`src/rtl/digital_logic_pkg.sv`:
```
// Shared definitions for the serial-link receive blocks: FSM state encoding
// and the default slot count.
package digital_logic_pkg;

  localparam int N_DEFAULT = 8;

  typedef enum logic {
    IDLE    = 1'b0,
    COLLECT = 1'b1
  } state_t;

endpackage : digital_logic_pkg

```
`src/rtl/dec_3_to_8.sv`:
```
// One-hot select decoder with an active-high enable (138-style); width follows N.
module dec_3_to_8
  import digital_logic_pkg::*;
#(
  parameter int  N     = N_DEFAULT,
  localparam int SEL_W = $clog2(N)
) (
  input  logic [SEL_W-1:0] sel,
  input  logic             en,
  output logic [N-1:0]     y
);

  always_comb begin
    // NOTE: default every output first so no path through the block leaves y unassigned (no latch).
    y = '0;
    if (en) y[sel] = 1'b1;
  end

endmodule : dec_3_to_8

```
`src/rtl/demux_1_to_8_sipo.sv`:
```
// 1-to-N time-division demultiplexer: serial bits are steered into slots by a
// select counter and the completed word is offered with a VALID/ACK handshake.
module demux_1_to_8_sipo
  import digital_logic_pkg::*;
#(
  parameter int  N     = N_DEFAULT,
  localparam int SEL_W = $clog2(N)
) (
  input  logic             clk,
  input  logic             rst_n,
  input  logic             G_n,
  input  logic             SYNC,
  input  logic             STB,
  input  logic             DIN,
  input  logic             ACK,
  output logic [SEL_W-1:0] S,
  output logic [N-1:0]     Q,
  output logic             VALID,
  output logic             OVERRUN,
  output logic             BUSY
);

  state_t           state_q, state_d;
  logic [SEL_W-1:0] s_q, s_d;
  logic [N-1:0]     shadow_q, shadow_d;
  logic [N-1:0]     q_q, q_d;
  logic             valid_q, valid_d;
  logic             overrun_q, overrun_d;

  logic             accept;
  logic             last;
  logic [SEL_W-1:0] slot;
  logic [N-1:0]     we;

  assign accept = STB & ~G_n;
  // SYNC re-aligns the frame, so an accepted SYNC bit always lands in slot 0.
  assign slot   = SYNC ? '0 : s_q;
  assign last   = accept & ~SYNC & (state_q == COLLECT) & (s_q == SEL_W'(N - 1));

  dec_3_to_8 #(.N(N)) u_dec (
    .sel (slot),
    .en  (accept),
    .y   (we)
  );

  always_comb begin
    state_d   = state_q;
    s_d       = s_q;
    shadow_d  = shadow_q;
    q_d       = q_q;
    valid_d   = valid_q;
    overrun_d = overrun_q;

    if (SYNC) shadow_d = '0;
    for (int k = 0; k < N; k++) begin
      if (we[k]) shadow_d[k] = DIN;
    end

    if (accept) begin
      if (SYNC) begin
        s_d     = SEL_W'(1);
        state_d = COLLECT;
      end else begin
        s_d     = s_q + SEL_W'(1);
        state_d = last ? IDLE : COLLECT;
      end
    end else if (SYNC) begin
      s_d     = '0;
      state_d = IDLE;
    end

    // The last bit bypasses the shadow so Q is complete on the same edge.
    if (last) begin
      q_d     = {DIN, shadow_q[N-2:0]};
      valid_d = 1'b1;
      if (valid_q && !ACK) overrun_d = 1'b1;
    end else if (valid_q && ACK) begin
      valid_d = 1'b0;
    end
  end

  always_ff @(posedge clk or negedge rst_n) begin
    if (!rst_n) begin
      state_q   <= IDLE;
      s_q       <= '0;
      shadow_q  <= '0;
      q_q       <= '0;
      valid_q   <= 1'b0;
      overrun_q <= 1'b0;
    end else begin
      // NOTE: non-blocking so every flop samples the pre-edge values computed above.
      state_q   <= state_d;
      s_q       <= s_d;
      shadow_q  <= shadow_d;
      q_q       <= q_d;
      valid_q   <= valid_d;
      overrun_q <= overrun_d;
    end
  end

  assign S       = s_q;
  assign Q       = q_q;
  assign VALID   = valid_q;
  assign OVERRUN = overrun_q;
  assign BUSY    = (state_q == COLLECT);

endmodule : demux_1_to_8_sipo

```
`config.mk`:
```
export PLATFORM = sky130hd
export DESIGN_NAME = demux_1_to_8_sipo
export DESIGN_NICKNAME = d
export VERILOG_FILES = /design/src/rtl/digital_logic_pkg.sv /design/src/rtl/dec_3_to_8.sv /design/src/rtl/demux_1_to_8_sipo.sv
export SDC_FILE = /design/constraint.sdc
export NUM_CORES = 1
export LEC_CHECK = 0
export CAP_MARGIN = 20
export CORE_AREA = 2 2 46 48
export CTS_BUF_LIST = sky130_fd_sc_hd__clkbuf_4 sky130_fd_sc_hd__clkbuf_8
export DETAILED_ROUTE_END_ITERATION = 7
export DIE_AREA = 0 0 48 50
export PLACE_DENSITY = 0.89
export SLEW_MARGIN = 20
export SYNTH_ARGS = -nofsm -noshare
export SYNTH_HDL_FRONTEND = slang
export SYNTH_SLANG_ARGS = --single-unit
```
`constraint.sdc`:
```
create_clock -name clk -period 2.2 [get_ports clk]
set_input_delay 0.44 -clock clk [delete_from_list [all_inputs] [get_ports clk]]
set_output_delay 0.44 -clock clk [all_outputs]
set_load 0.01 [all_outputs]
```
### Yosys cells after proc, flatten, opt, wreduce, memory -nomap -nowiden

Cells that the tools add are included.

| word-level totals | value |
|---|---|
| register bits | 21 |
| input bits | 7 |
| output and inout bits | 14 |
| logic and storage cells | 56 |

| operators by class | value |
|---|---|
| add/subtract/negate cells | 1 |
| order comparisons | 2 |
| equal/unequal tests | 1 |
| multiplexer cells | 20 |
| bitwise gates (word level) | 6 |
| reduce and logical (&&, ||, !) cells | 14 |

Operators by type and width:

| kind | count |
|---|---|
| nonzero test 2 bit | 9 |
| 2-to-1 mux 1 bit | 14 |
| 2-to-1 mux 7 bit | 2 |
| 2-to-1 mux 3 bit | 3 |
| AND 1 bit | 4 |
| less-than comparator 3 x 4 -> 1 bit (second input constant) | 1 |
| adder 3 x 1 -> 3 bit (second input constant) | 1 |
| demux 1 bit (select 3 bit) | 1 |
| equality test 3 bit (second input constant) | 1 |
| >= comparator 3 x 1 -> 1 bit (second input constant) | 1 |
| logical AND 1 bit | 3 |
| NOT 1 bit | 2 |
| AND reduction 2 bit | 1 |
| zero test 1 bit | 1 |

### Depth between registers and ports, before layout

| logic depth | value |
|---|---|
| depth after elaboration | 8 |
| gate-level depth with buffers | 5 |
| gate-level depth less buffers | 4 |

### Modules after synthesis

From an unflattened synthesis, not the netlist that was laid out.

| unflattened totals | value |
|---|---|
| cells, all modules | 72 |
| area, all modules | 1001.0 µm² |

Modules (own cells, without submodules):

| module | times used | cells an instance | area an instance (µm²) | seq. area each (µm²) |
|---|---|---|---|---|
| demux_1_to_8_sipo | 1 | 64 | 905.9 | 525.5 |
| dec_3_to_8 | 1 | 8 | 95.1 | 0.0 |

### Worst setup path before layout

No wires, ideal clock.

| timing | value |
|---|---|
| path type | register to register |
| start | register s_q[0] (netlist: S[0]) |
| end | register q_q[0] (netlist: Q[0]) |
| library setup time | 125 ps |
| data arrival time | 1344 ps |
| data required time | 2075 ps |
| path slack | 731 ps |
| stages on the path, launching flop included | 6 |
| buffers on the path | 1 |
| clock period less this slack | 1469 ps |
| path through | dfrtp_1 ha_1 ha_1 nand3_2 buf_6 mux2_4 |

| between the ends | value |
|---|---|
| longest elaborated chain between the ends | 2 |

RTL lines:

| item | line | RTL |
|---|---|---|
| start, declared | demux_1_to_8_sipo.sv:24 | `logic [SEL_W-1:0] s_q, s_d;` |
| start signal, assigned | demux_1_to_8_sipo.sv:85 | `s_q <= '0;` |
| start signal, assigned | demux_1_to_8_sipo.sv:93 | `s_q <= s_d;` |
| equality test 3 bit | demux_1_to_8_sipo.sv:38 | `assign last = accept & ~SYNC & (state_q == COLLECT) & (s_q == SEL_W'(N - 1));` |
| AND 1 bit | demux_1_to_8_sipo.sv:38 |  |
| end signal, assigned | demux_1_to_8_sipo.sv:95 | `q_q <= q_d;` |
| end, declared | demux_1_to_8_sipo.sv:26 | `logic [N-1:0] q_q, q_d;` |

Every way passes these cells.
A chain may end at the register's enable or synchronous reset.

### Final worst setup path

| timing | value |
|---|---|
| start | register s_q[2] (netlist: S[2]) |
| end | output port S[2] |

RTL lines:

| item | line | RTL |
|---|---|---|
| end, declared | demux_1_to_8_sipo.sv:16 | `output logic [SEL_W-1:0] S,` |

No word-level cell between the ends.

==> key figures <==
Status
  – Status: finished, final reports clean

Placed design
  – Port-buffer cells: 20
  – Final weighted congestion in routability-driven placement: roughly 0.75
  – Number of cells after detailed placement: 120
  – Dpl hpwl: roughly 1.2 mm
  – Setup slack after placement: 316 ps

Die
  – Number of top-level pins: 21
  – Die footprint: 2400 µm²
  – Horizontal extent of the die: roughly 48 µm
  – Initial core utilization: roughly 51%
  – Die span in y: roughly 50 µm
  – Core Rows: 16
  – Core area: approximately 1900 µm²

Drt
  – Number of DRC violations after detailed-routing iteration 0: 9
  – Ratio of routed vias to standard cells: 5.19
  – Number of antenna-violating nets in the routed design: 0
  – Via count: around 640
  – Number of remaining DRC errors: 0
  – Total Wirelength: roughly 1.7 mm
  – Number of iterations in the first detailed-routing pass: 4
  – Routed wire length per instance: between 10 and 15 µm

Setup path
  – Worst Setup Start Kind: flop
  – Number of buffers and inverters on the critical path: 1
  – Levels on crit path: 1
  – Max Fanout on Critical Path: 7
  – Required arrival time at the worst endpoint: 1760 ps
  – Kind of cell adding the most delay to the critical path: buffers and inverters
  – WS Path Type: reg2out
  – Cell type of the slowest stage on the worst timing path: clkdlybuf4s50_1
  – Chain of cells forming the critical path: clkdlybuf4s50_1
  – Crit Reg-Reg Startpoint: S[0]
  – Number of cells on the worst reg-to-reg path: 4
  – Worst EP arrival: about 1400 ps
  – Launch point of the critical path: S[2]
  – Termination of the worst setup path: S[2]
  – Register-to-register setup slack: about 600 ps
  – Endpoint of the worst register-to-register path: Q[6]
  – Type of destination of the critical path: output pin
  – Slowest cell delay on critical path: about 590 ps

Yosys
  – Combined area of all synthesized cells: about 970 µm²
  – Post-synthesis cell count: 73
  – Number of nets produced by synthesis: 82
  – Number of register bits inferred by synthesis: 21
  – Count of cell types in the netlist: 24
  – Yosys warning count: 0
  – Seq/Total Area, Yosys: between 50% and 60%
  – Mean post-synth cell area: ~13 µm²

Global routing
  – Number of global-route vias before repair: 612
  – Antenna violations before repair: 0
  – Overflow left after global routing: 0
  – Wire length of the first global-routing pass: between 2 and 3 mm
  – Global Route Usage Sum: ~17%
  – Maximum number of pins on one net before global-route repair: 22

CTS
  – Number of buffers created by CTS: 3
  – Post-CTS setup buffer count: 0
  – Clock sink total: 21
  – Worst-path clk slew: roughly 120 ps
  – Clock latency reported for the late side of the worst-skew pair: 310 ps
  – CTS Hold Bufs: 0
  – Clock tree root buffer cell: clkbuf_4
  – Number of gates resized after CTS: 0
  – TritonCTS clock tree: built
  – Worst-case clock buffer depth: 2
  – Number of H-tree levels: 1

Finish
  – Layout cells sized above 1: 18.6%
  – N_diodes: 0
  – Commonest non-fill, non-tap cell in the layout: dfrtp_1
  – Area growth from synthesis to layout: 26.8%
  – Number of non-filler instances in the completed layout: between 100 and 150
  – Fill count: ~150
  – Highest-count cells in the layout ignoring fill and taps: dfrtp_1, clkdlybuf4s50_1, nand2b_1, mux2i_1, mux2_4
  – Final Net Count: between 100 and 150

Run
  – Max-cap violations: 0

Timing
  – Final Setup Violations: 0
  – Setup_tns: 0 ps
  – Slew @ Worst Pin: between 300 and 400 ps
  – Max-slew violation total from the final report: 0
  – Worst max-slew margin expressed relative to the limit: between 70 and 80%
  – Final worst path period share: between 80 and 90%
  – Worst-case setup margin in the final layout: 387 ps
  – Max Clock Freq: about 0.55 GHz
  – Time the final worst path needs with I/O delays and setup: between 1500 and 2000 ps
  – Fin Clk Skew: around 1.4 ps
  – Number of hold-slack violations in the final timing report: 0
  – RSZ-0062 raised after global routing: no

Pwr
  – Internal cell power: about 0.50 mW
  – Comb power frac: roughly a tenth
  – Net switching power: 0.166 mW
  – Peak supply drop: between 0.3 and 0.4 mV
  – Net Sw Frac: between 20% and 30%
  – Static power due to leakage: between 0.6 and 0.7 nW
  – Part of the total power dissipated in the clock network: between 20% and 30%
  – Power per Cell Area: approximately 540 nW/µm²
  – Sequential power share: around 61%

Min path
  – Worst min-delay path class: in2async
==> cell type report <==
| cell class | count | area (µm²) | area share [%] |
|---|---|---|---|
| clock buffer | 3 | 22.5 | 1.83 |
| timing repair buffer | 23 | 223 | 18.1 |
| tap | 27 | 33.8 | 2.74 |
| multi-input combinational | 48 | 419 | 34.0 |
| inverter | 1 | 3.75 | 0.305 |
| clock inverter | 1 | 5.00 | 0.406 |
| sequential | 21 | 526 | 42.6 |
==> metal layers <==
metal	routed length, µm	GRT usage [%]	vias up
li1	-	-	304
met1	741	21.4	317
met2	824	24.7	17
met3	68	4.40	5
met4	55	10.8	0
met5	0	0	-
==> synthesized netlist by cell type (all sizes together) <==
master / n / area (µm²)
xnor2: 1 / 8.76
mux2: 8 / 116
nor2b: 4 / 35.0
o21bai: 1 / 7.51
nand2b: 9 / 56.3
inv: 1 / 3.75
nor2: 3 / 11.3
nand3: 5 / 30.0
o2111ai: 1 / 8.76
nand4b: 1 / 8.76
nand4: 1 / 6.26
o21a: 1 / 7.51
mux2i: 8 / 80.1
a311o: 1 / 10.0
buf: 3 / 23.8
dfrtp: 21 / 526
nand2: 2 / 7.51
ha: 2 / 25.0
==> power by group through the flow <==
stage | Combinational (mW) | Sequential (mW) | Clock (mW)
after floorplan | 0.0312 | 0.411 | 0
after global placement | 0.0702 | 0.410 | 0
after detailed placement | 0.0725 | 0.410 | 0
after CTS | 0.0728 | 0.403 | 0.199
after global routing | 0.0788 | 0.404 | 0.214
final | 0.0715 | 0.402 | 0.192
==> sequential cells by signal, indices dropped and copies added (netlist names) <==
signal    flops
Q             8
shadow_q      7
S             3
BUSY          1
OVERRUN       1
VALID         1
==> worst min-delay path by stage <==
stage / start / to / slack (ps) / depth (start not counted)
final: rst_n / Q[7] / 460 / 2
after CTS: rst_n / S[1] / 460 / 2
after global placement: OVERRUN / OVERRUN / 460 / 1
after floorplan: rst_n / BUSY / 140 / 0
after detailed placement: shadow_q[3] / Q[3] / 500 / 1
after global routing: rst_n / OVERRUN / 470 / 2
==> through the flow <==
stage               hold WS [ps]  total power [mW]  area [µm²]  utilization [%]
finish                       461             0.666        1230             64.8
global route                 474             0.697        1230             64.8
CTS                          462             0.674        1230             64.8
detailed placement           500             0.483        1200             63.4
global placement             460             0.480        1200             63.4
floorplan                    144             0.442         972                -
==> logic make-up (layout without fill, tap and decap cells) <==
family                   after synthesis  after routing  synth area share (%)
AND/OR/NAND/NOR                       25             25                  16.0
flip-flops                            21             21                  54.1
multiplexers                          16             16                  20.2
AO/OA/AOI/OAI                          4              4                  3.48
buffers and inverters                  4             28                  2.83
adder cells (fa/ha/maj)                2              2                  2.57
XOR/XNOR                               1              1                 0.901
No activity file was read; power rests on OpenSTA's default activity.
